[src/rtl/ysyx_24110006_pc_gen_if.sv]
// Fetch-request bundle between the PC generator and the IFU, plus redirect inputs.
// Latency: none (wires only).
// Backpressure: o_valid/i_ready handshake; the master holds o_pc/o_epoch until accepted.
interface ysyx_24110006_pc_gen_if #(
   parameter int XLEN = 32
);
   logic [XLEN-1:0] o_pc;
   logic            o_epoch;
   logic            o_valid;
   logic            i_ready;
   logic            i_retire;
   logic            i_redirect;
   logic [XLEN-1:0] i_redirect_pc;
   logic            i_trap;
   logic [XLEN-1:0] i_trap_pc;
   logic            o_fault;
   logic [XLEN-1:0] o_fault_pc;

   // PC generator side
   modport master (
      output o_pc, o_epoch, o_valid, o_fault, o_fault_pc,
      input  i_ready, i_retire, i_redirect, i_redirect_pc, i_trap, i_trap_pc
   );

   // IFU / redirect-source side
   modport slave (
      input  o_pc, o_epoch, o_valid, o_fault, o_fault_pc,
      output i_ready, i_retire, i_redirect, i_redirect_pc, i_trap, i_trap_pc
   );
endinterface

[src/rtl/ysyx_24110006_pc_gen.sv]
// Program-counter generator: issues fetch PCs, limits in-flight fetches by credits, applies trap/branch redirects with epoch tagging.
// Latency: first request two cycles after reset release, then one per cycle; a redirect shows on o_pc the next cycle.
// Backpressure: request held while !i_ready; issue pauses once MAX_OUTSTANDING fetches are unretired.
// Optional macro PCGEN_MISALIGN_CHK_EN: misaligned redirect targets park the generator in FAULT until a trap.
module ysyx_24110006_pc_gen #(
   parameter int              XLEN            = 32,
   parameter logic [XLEN-1:0] RESET_VECTOR    = XLEN'(32'h3000_0000),
   parameter int              MAX_OUTSTANDING = 2
) (
   input  logic                   i_clock,
   input  logic                   i_reset,
   ysyx_24110006_pc_gen_if.master req
);
   typedef enum logic [2:0] {S_RESET, S_BOOT, S_RUN, S_FULL, S_FAULT} state_t;

   localparam logic [3:0] CREDIT_MAX = 4'(MAX_OUTSTANDING);

   state_t          state, state_nxt, credit_state;
   logic [XLEN-1:0] pc, pc_nxt, target;
   logic            epoch, epoch_nxt;
   logic [3:0]      credits, credits_nxt;
   logic            fire, retire, load;
`ifdef PCGEN_MISALIGN_CHK_EN
   logic            fault, fault_nxt;
   logic [XLEN-1:0] fault_pc, fault_pc_nxt;
`endif

   // Next-state: credit accounting, sequential +4 step, and redirect/trap loading (trap wins)
   always_comb begin
      fire         = (state == S_RUN) && req.i_ready;
      // A retire with nothing outstanding is dropped so the counter cannot underflow
      retire       = req.i_retire && (credits != 4'd0);
      credits_nxt  = credits + {3'd0, fire} - {3'd0, retire};
      credit_state = (credits_nxt >= CREDIT_MAX) ? S_FULL : S_RUN;
      target       = req.i_trap ? req.i_trap_pc : req.i_redirect_pc;
      state_nxt    = state;
      pc_nxt       = pc;
      epoch_nxt    = epoch;
      load         = 1'b0;
`ifdef PCGEN_MISALIGN_CHK_EN
      fault_nxt    = fault;
      fault_pc_nxt = fault_pc;
`endif
      case (state)
         S_RESET: state_nxt = S_BOOT;
         S_BOOT:  state_nxt = S_RUN;
         S_RUN, S_FULL: begin
            state_nxt = credit_state;
            if (fire) pc_nxt = pc + XLEN'(4);
            load = req.i_trap || req.i_redirect;
         end
         // Only a trap (mtvec) can pull the generator out of a fault
         S_FAULT: load = req.i_trap;
         default: state_nxt = S_RESET;
      endcase
      // A redirect overrides the +4 step; a same-cycle fire keeps its credit and the old epoch
      if (load) begin
         epoch_nxt = ~epoch;
`ifdef PCGEN_MISALIGN_CHK_EN
         if (target[1:0] != 2'b00) begin
            state_nxt    = S_FAULT;
            fault_nxt    = 1'b1;
            fault_pc_nxt = target;
         end else begin
            pc_nxt    = target;
            fault_nxt = 1'b0;
            state_nxt = credit_state;
         end
`else
         pc_nxt = target & ~XLEN'(3);
`endif
      end
   end

   // State registers with synchronous active-low reset
   always_ff @(posedge i_clock) begin
      if (!i_reset) begin
         state    <= S_RESET;
         pc       <= RESET_VECTOR;
         epoch    <= 1'b0;
         credits  <= 4'd0;
`ifdef PCGEN_MISALIGN_CHK_EN
         fault    <= 1'b0;
         fault_pc <= '0;
`endif
      end else begin
         state    <= state_nxt;
         pc       <= pc_nxt;
         epoch    <= epoch_nxt;
         credits  <= credits_nxt;
`ifdef PCGEN_MISALIGN_CHK_EN
         fault    <= fault_nxt;
         fault_pc <= fault_pc_nxt;
`endif
      end
   end

   // All outputs come straight from registers
   assign req.o_pc    = pc;
   assign req.o_epoch = epoch;
   assign req.o_valid = (state == S_RUN);
`ifdef PCGEN_MISALIGN_CHK_EN
   assign req.o_fault    = fault;
   assign req.o_fault_pc = fault_pc;
`else
   assign req.o_fault    = 1'b0;
   assign req.o_fault_pc = '0;
`endif
endmodule
[src/flat_wrapper.sv]
// flat-port wrapper written by rule: the top's interface ports become plain ports
module ysyx_24110006_pc_gen_flat 
#(
   parameter int              XLEN            = 32,
   parameter logic [XLEN-1:0] RESET_VECTOR    = XLEN'(32'h3000_0000),
   parameter int              MAX_OUTSTANDING = 2
)
  (i_clock, i_reset, req_o_pc, req_o_epoch, req_o_valid, req_o_fault, req_o_fault_pc, req_i_ready, req_i_retire, req_i_redirect, req_i_redirect_pc, req_i_trap, req_i_trap_pc);
  ysyx_24110006_pc_gen_if #(.XLEN(XLEN)) req_i ();
  input  logic i_clock;
  input  logic i_reset;
  output wire logic [$bits(req_i.o_pc)-1:0] req_o_pc;
  output wire logic [$bits(req_i.o_epoch)-1:0] req_o_epoch;
  output wire logic [$bits(req_i.o_valid)-1:0] req_o_valid;
  output wire logic [$bits(req_i.o_fault)-1:0] req_o_fault;
  output wire logic [$bits(req_i.o_fault_pc)-1:0] req_o_fault_pc;
  input wire logic [$bits(req_i.i_ready)-1:0] req_i_ready;
  input wire logic [$bits(req_i.i_retire)-1:0] req_i_retire;
  input wire logic [$bits(req_i.i_redirect)-1:0] req_i_redirect;
  input wire logic [$bits(req_i.i_redirect_pc)-1:0] req_i_redirect_pc;
  input wire logic [$bits(req_i.i_trap)-1:0] req_i_trap;
  input wire logic [$bits(req_i.i_trap_pc)-1:0] req_i_trap_pc;
  assign req_o_pc = req_i.o_pc;
  assign req_o_epoch = req_i.o_epoch;
  assign req_o_valid = req_i.o_valid;
  assign req_o_fault = req_i.o_fault;
  assign req_o_fault_pc = req_i.o_fault_pc;
  assign req_i.i_ready = req_i_ready;
  assign req_i.i_retire = req_i_retire;
  assign req_i.i_redirect = req_i_redirect;
  assign req_i.i_redirect_pc = req_i_redirect_pc;
  assign req_i.i_trap = req_i_trap;
  assign req_i.i_trap_pc = req_i_trap_pc;
  ysyx_24110006_pc_gen #(.XLEN(XLEN), .RESET_VECTOR(RESET_VECTOR), .MAX_OUTSTANDING(MAX_OUTSTANDING)) u_core (.i_clock(i_clock), .i_reset(i_reset), .req(req_i));
endmodule
[config.mk]
export PLATFORM = sky130hd
export DESIGN_NAME = ysyx_24110006_pc_gen_flat
export DESIGN_NICKNAME = d
export VERILOG_FILES = /design/src/rtl/ysyx_24110006_pc_gen_if.sv /design/src/rtl/ysyx_24110006_pc_gen.sv /design/src/flat_wrapper.sv
export SDC_FILE = /design/constraint.sdc
export NUM_CORES = 1
export LEC_CHECK = 0
export CAP_MARGIN = 20
export CORE_MARGIN = 2
export CORE_UTILIZATION = 55
export CTS_BUF_LIST = sky130_fd_sc_hd__clkbuf_2 sky130_fd_sc_hd__clkbuf_4 sky130_fd_sc_hd__clkbuf_8
export DETAILED_ROUTE_END_ITERATION = 8
export DONT_BUFFER_PORTS = 1
export PLACE_DENSITY = 0.77
export SYNTH_ARGS = -nofsm -noshare
export SYNTH_HDL_FRONTEND = slang
export SYNTH_SLANG_ARGS = --single-unit
export TNS_END_PERCENT = 20
[constraint.sdc]
create_clock -name i_clock -period 2.6 [get_ports i_clock]
set_clock_uncertainty 0.1 [all_clocks]
set_input_delay 0.26 -clock i_clock [delete_from_list [all_inputs] [get_ports i_clock]]
set_output_delay 0.26 -clock i_clock [all_outputs]
set_load 0.05 [all_outputs]
==> impl_metrics.json <==
{
  "outcome": "completed",
  "gp_congestion": 0.922,
  "crit_type": "reg2reg",
  "hold_end": "u_core.req.o_pc[5]",
  "grt_pass1_vias": 2405,
  "vias_per_cell": 5.96,
  "drv_slew": 0,
  "dr.pass1.iters": 5,
  "startpoint_type": "register",
  "gr-usage-all-layers_pct": 27.2,
  "numCtsBuffers": 5,
  "nFillCells": 449,
  "clk_root_buffer_cell": "clkbuf_8",
  "initial_core_util_pct": 57.6,
  "arrival_ns": 2.22,
  "cts_tree": "yes",
  "ff2ff_path_depth": 9,
  "peakVddDrop_mv": 0.430,
  "hold_buffers": 1,
  "p_sw_mw": 1.14,
  "synth_cells": 347,
  "syn2layout_area_growth_pct": 8.76,
  "finalCriticalPeriod_ns": 2.13,
  "antenna_left": 0,
  "cp-end-kind": "register",
  "syn_area_sq_um": 2760,
  "drive_gt1_share_pct": 17.8,
  "drt_iter0_markers": 245,
  "grt_pass1_wl_mm": 11.5,
  "worst_pin_slew_ns": 0.832,
  "crit_required_ns": 2.69,
  "cap_violations": 0,
  "diodes": 0,
  "switching_share_pct": 46.9,
  "slew_headroom_pct": 44.1,
  "grt_max_degree": 35,
  "r2r_end": "u_core.state[0]",
  "clkLatencyLatePin_ns": 0.30,
  "multi_input_area_sq_um": 1750,
  "seq_area_frac_synth_pct": 26.9,
  "die_w_microns": 74.8,
  "power_density_nw_per_um2": 814,
  "wl_per_cell_microns": 16.7,
  "rrSetupSlack_ns": 0.47,
  "clkTransAtPathRegs_ns": 0.08,
  "leakage_nw": 1.21,
  "io_pins": 137,
  "core_area_sq_um": 4790,
  "netlist-cell-type-count": 54,
  "grt_setup_unrepaired": "false",
  "synth_edf_count": 0,
  "finalSetupViolations": 0,
  "clock.fmax_mhz": 470,
  "portBuffers": 0,
  "nets": 448,
  "fin_cells": 438,
  "hpwl_mm": 5.39,
  "p_int_mw": 1.29,
  "final-seq-area_sq_um": 741,
  "clock_path_buffers": 2,
  "ys_ff_latch": 37,
  "synth.avg_cell_area_sq_um": 7.94,
  "drt_wl_total_mm": 7.32,
  "reg2reg_from": "u_core.credits[2]",
  "placed_area_sq_um": 2900,
  "path_max_fanout": 2,
  "h-tree-depth": 2,
  "hold_depth": 2,
  "yosys_warnings": 0,
  "ys_async_sr_fraction_pct": 0,
  "vias": 2609,
  "post-cts-setup-buffers": 0,
  "fin_crit_sh_pct": 81.8,
  "rows": 25,
  "antenna_found_initial": 0,
  "clock_sinks": 37,
  "drc_errors": 0,
  "tns_ns": 0,
  "p_clk_share_pct": 17.9,
  "hold_path_startpoint": "i_reset",
  "dieArea_sq_um": 5590,
  "stdcell_area_sq_um": 3000,
  "finalPower_mw": 2.44,
  "hold_class": "in2reg",
  "p_seq_share_pct": 33.6,
  "finalHoldViolCount": 0,
  "synthFlopType": "dfxtp_1",
  "cts_resized": 0,
  "die_y_microns": 74.8,
  "pwr-share-comb_pct": 48.5,
  "grt-ovfl-total": 0,
  "dp_cells": 430
}
-- power by group through the flow --
| stage | Clock (mW) | Combinational, mW | Sequential (mW) |
|---|---|---|---|
| after CTS | 0.441 | 1.18 | 0.820 |
| after global routing | 0.464 | 1.28 | 0.838 |
| final | 0.436 | 1.18 | 0.820 |
| after global placement | 0 | 1.15 | 0.828 |
| after floorplan | 0 | 0.656 | 1.12 |
| after detailed placement | 0 | 1.17 | 0.831 |
-- critical path: stages, from the launching register on --
cell	delay (ns)
dfxtp_1	0.31
inv_1	0.06
ha_1	0.20
a31oi_1	0.13
ha_1	0.25
inv_1	0.06
ha_1	0.18
fa_1	0.44
nor3_1	0.21
a21oi_1	0.09
-- placed cells by master, fill, tap and decap left out, types with 11 or more instances in the layout --
cell	n
nor3_1	11
o21ai_0	16
dfxtp_1	37
conb_1	35
mux2_2	16
inv_1	12
nand4_1	13
nor2_1	19
buf_4	37
a21oi_1	26
nand3_1	17
nand2_1	18
-- per-layer routing --
layer  track usage [%]  part of all wire, %  routed length (microns)
met3              6.83                  9.9                      728
met4              11.1                  1.5                      108
met1              34.4                   41                     3010
met5                 0                    0                        0
met2              44.5                   47                     3470
-- how the worst max path moves through the flow --
| stage | start | depth (start not counted) | to |
|---|---|---|---|
| after floorplan | u_core.req.o_pc[10] | 6 | u_core.req.o_pc[27] |
| after global placement | u_core.credits[2] | 9 | u_core.state[0] |
| after detailed placement | u_core.credits[2] | 10 | u_core.state[0] |
| after CTS | u_core.credits[2] | 10 | u_core.state[0] |
| after global routing | u_core.credits[2] | 10 | u_core.state[0] |
| final | u_core.credits[2] | 9 | u_core.state[0] |
-- cells in the mapped netlist (4+ instances only) --
cell / number / area share, %
dfxtp_1: 37 / 27
buf_4: 35 / 9.5
a21oi_1: 26 / 4.7
nor2_1: 19 / 2.6
nand2_1: 18 / 2.5
nand3_1: 17 / 3.1
mux2_2: 16 / 6.5
o21ai_0: 16 / 2.9
clkbuf_1: 14 / 1.9
nand4_1: 13 / 3.0
inv_1: 12 / 1.6
nor3_1: 11 / 2.0
and2_1: 8 / 1.8
mux2i_1: 8 / 2.9
o22ai_1: 8 / 1.8
ha_1: 6 / 2.7
o21ai_1: 6 / 1.1
a311oi_1: 5 / 1.6
buf_2: 5 / 0.91
xor2_1: 5 / 1.6
a211oi_1: 4 / 1.1
nor2b_1: 4 / 0.91
o21a_1: 4 / 1.1
xnor2_1: 4 / 1.3
-- sequential cells by signal, summed over array words and instances (netlist names) --
register	flops
u_core.req.o_epoch	1
u_core.credits	4
u_core.req.o_pc	30
u_core.state	2
-- metrics by stage --
step / setup slack [ns] / hold WS, ns / utilization [%]
after floorplan: 0.255 / 0.385 / -
after CTS: 0.461 / 0.00115 / 62.6
after detailed placement: 0.490 / 0.264 / 60.5
after global placement: 0.531 / 0.256 / 60.5
final: 0.472 / 0.0142 / 62.6
after global routing: 0.296 / 0.00814 / 62.6
-- cell families after synthesis --
family          synth area share [%]
flops                           26.9
buf+inv                         14.5
compound gates                  22.6
other cells                    0.136
simple gates                    20.1
xor+xnor                        2.86
mux                             9.45
fa+ha+maj                       3.45
-- area by class of cell --
class                      count  share of cell area (%)
sequential                    37                    24.7
inverter                      13                    1.63
timing repair buffer          38                    9.60
tap                           67                    2.80
clock buffer                   7                    3.01
multi-input combinational    276                    58.2
No activity file was read; power rests on OpenSTA's default activity.
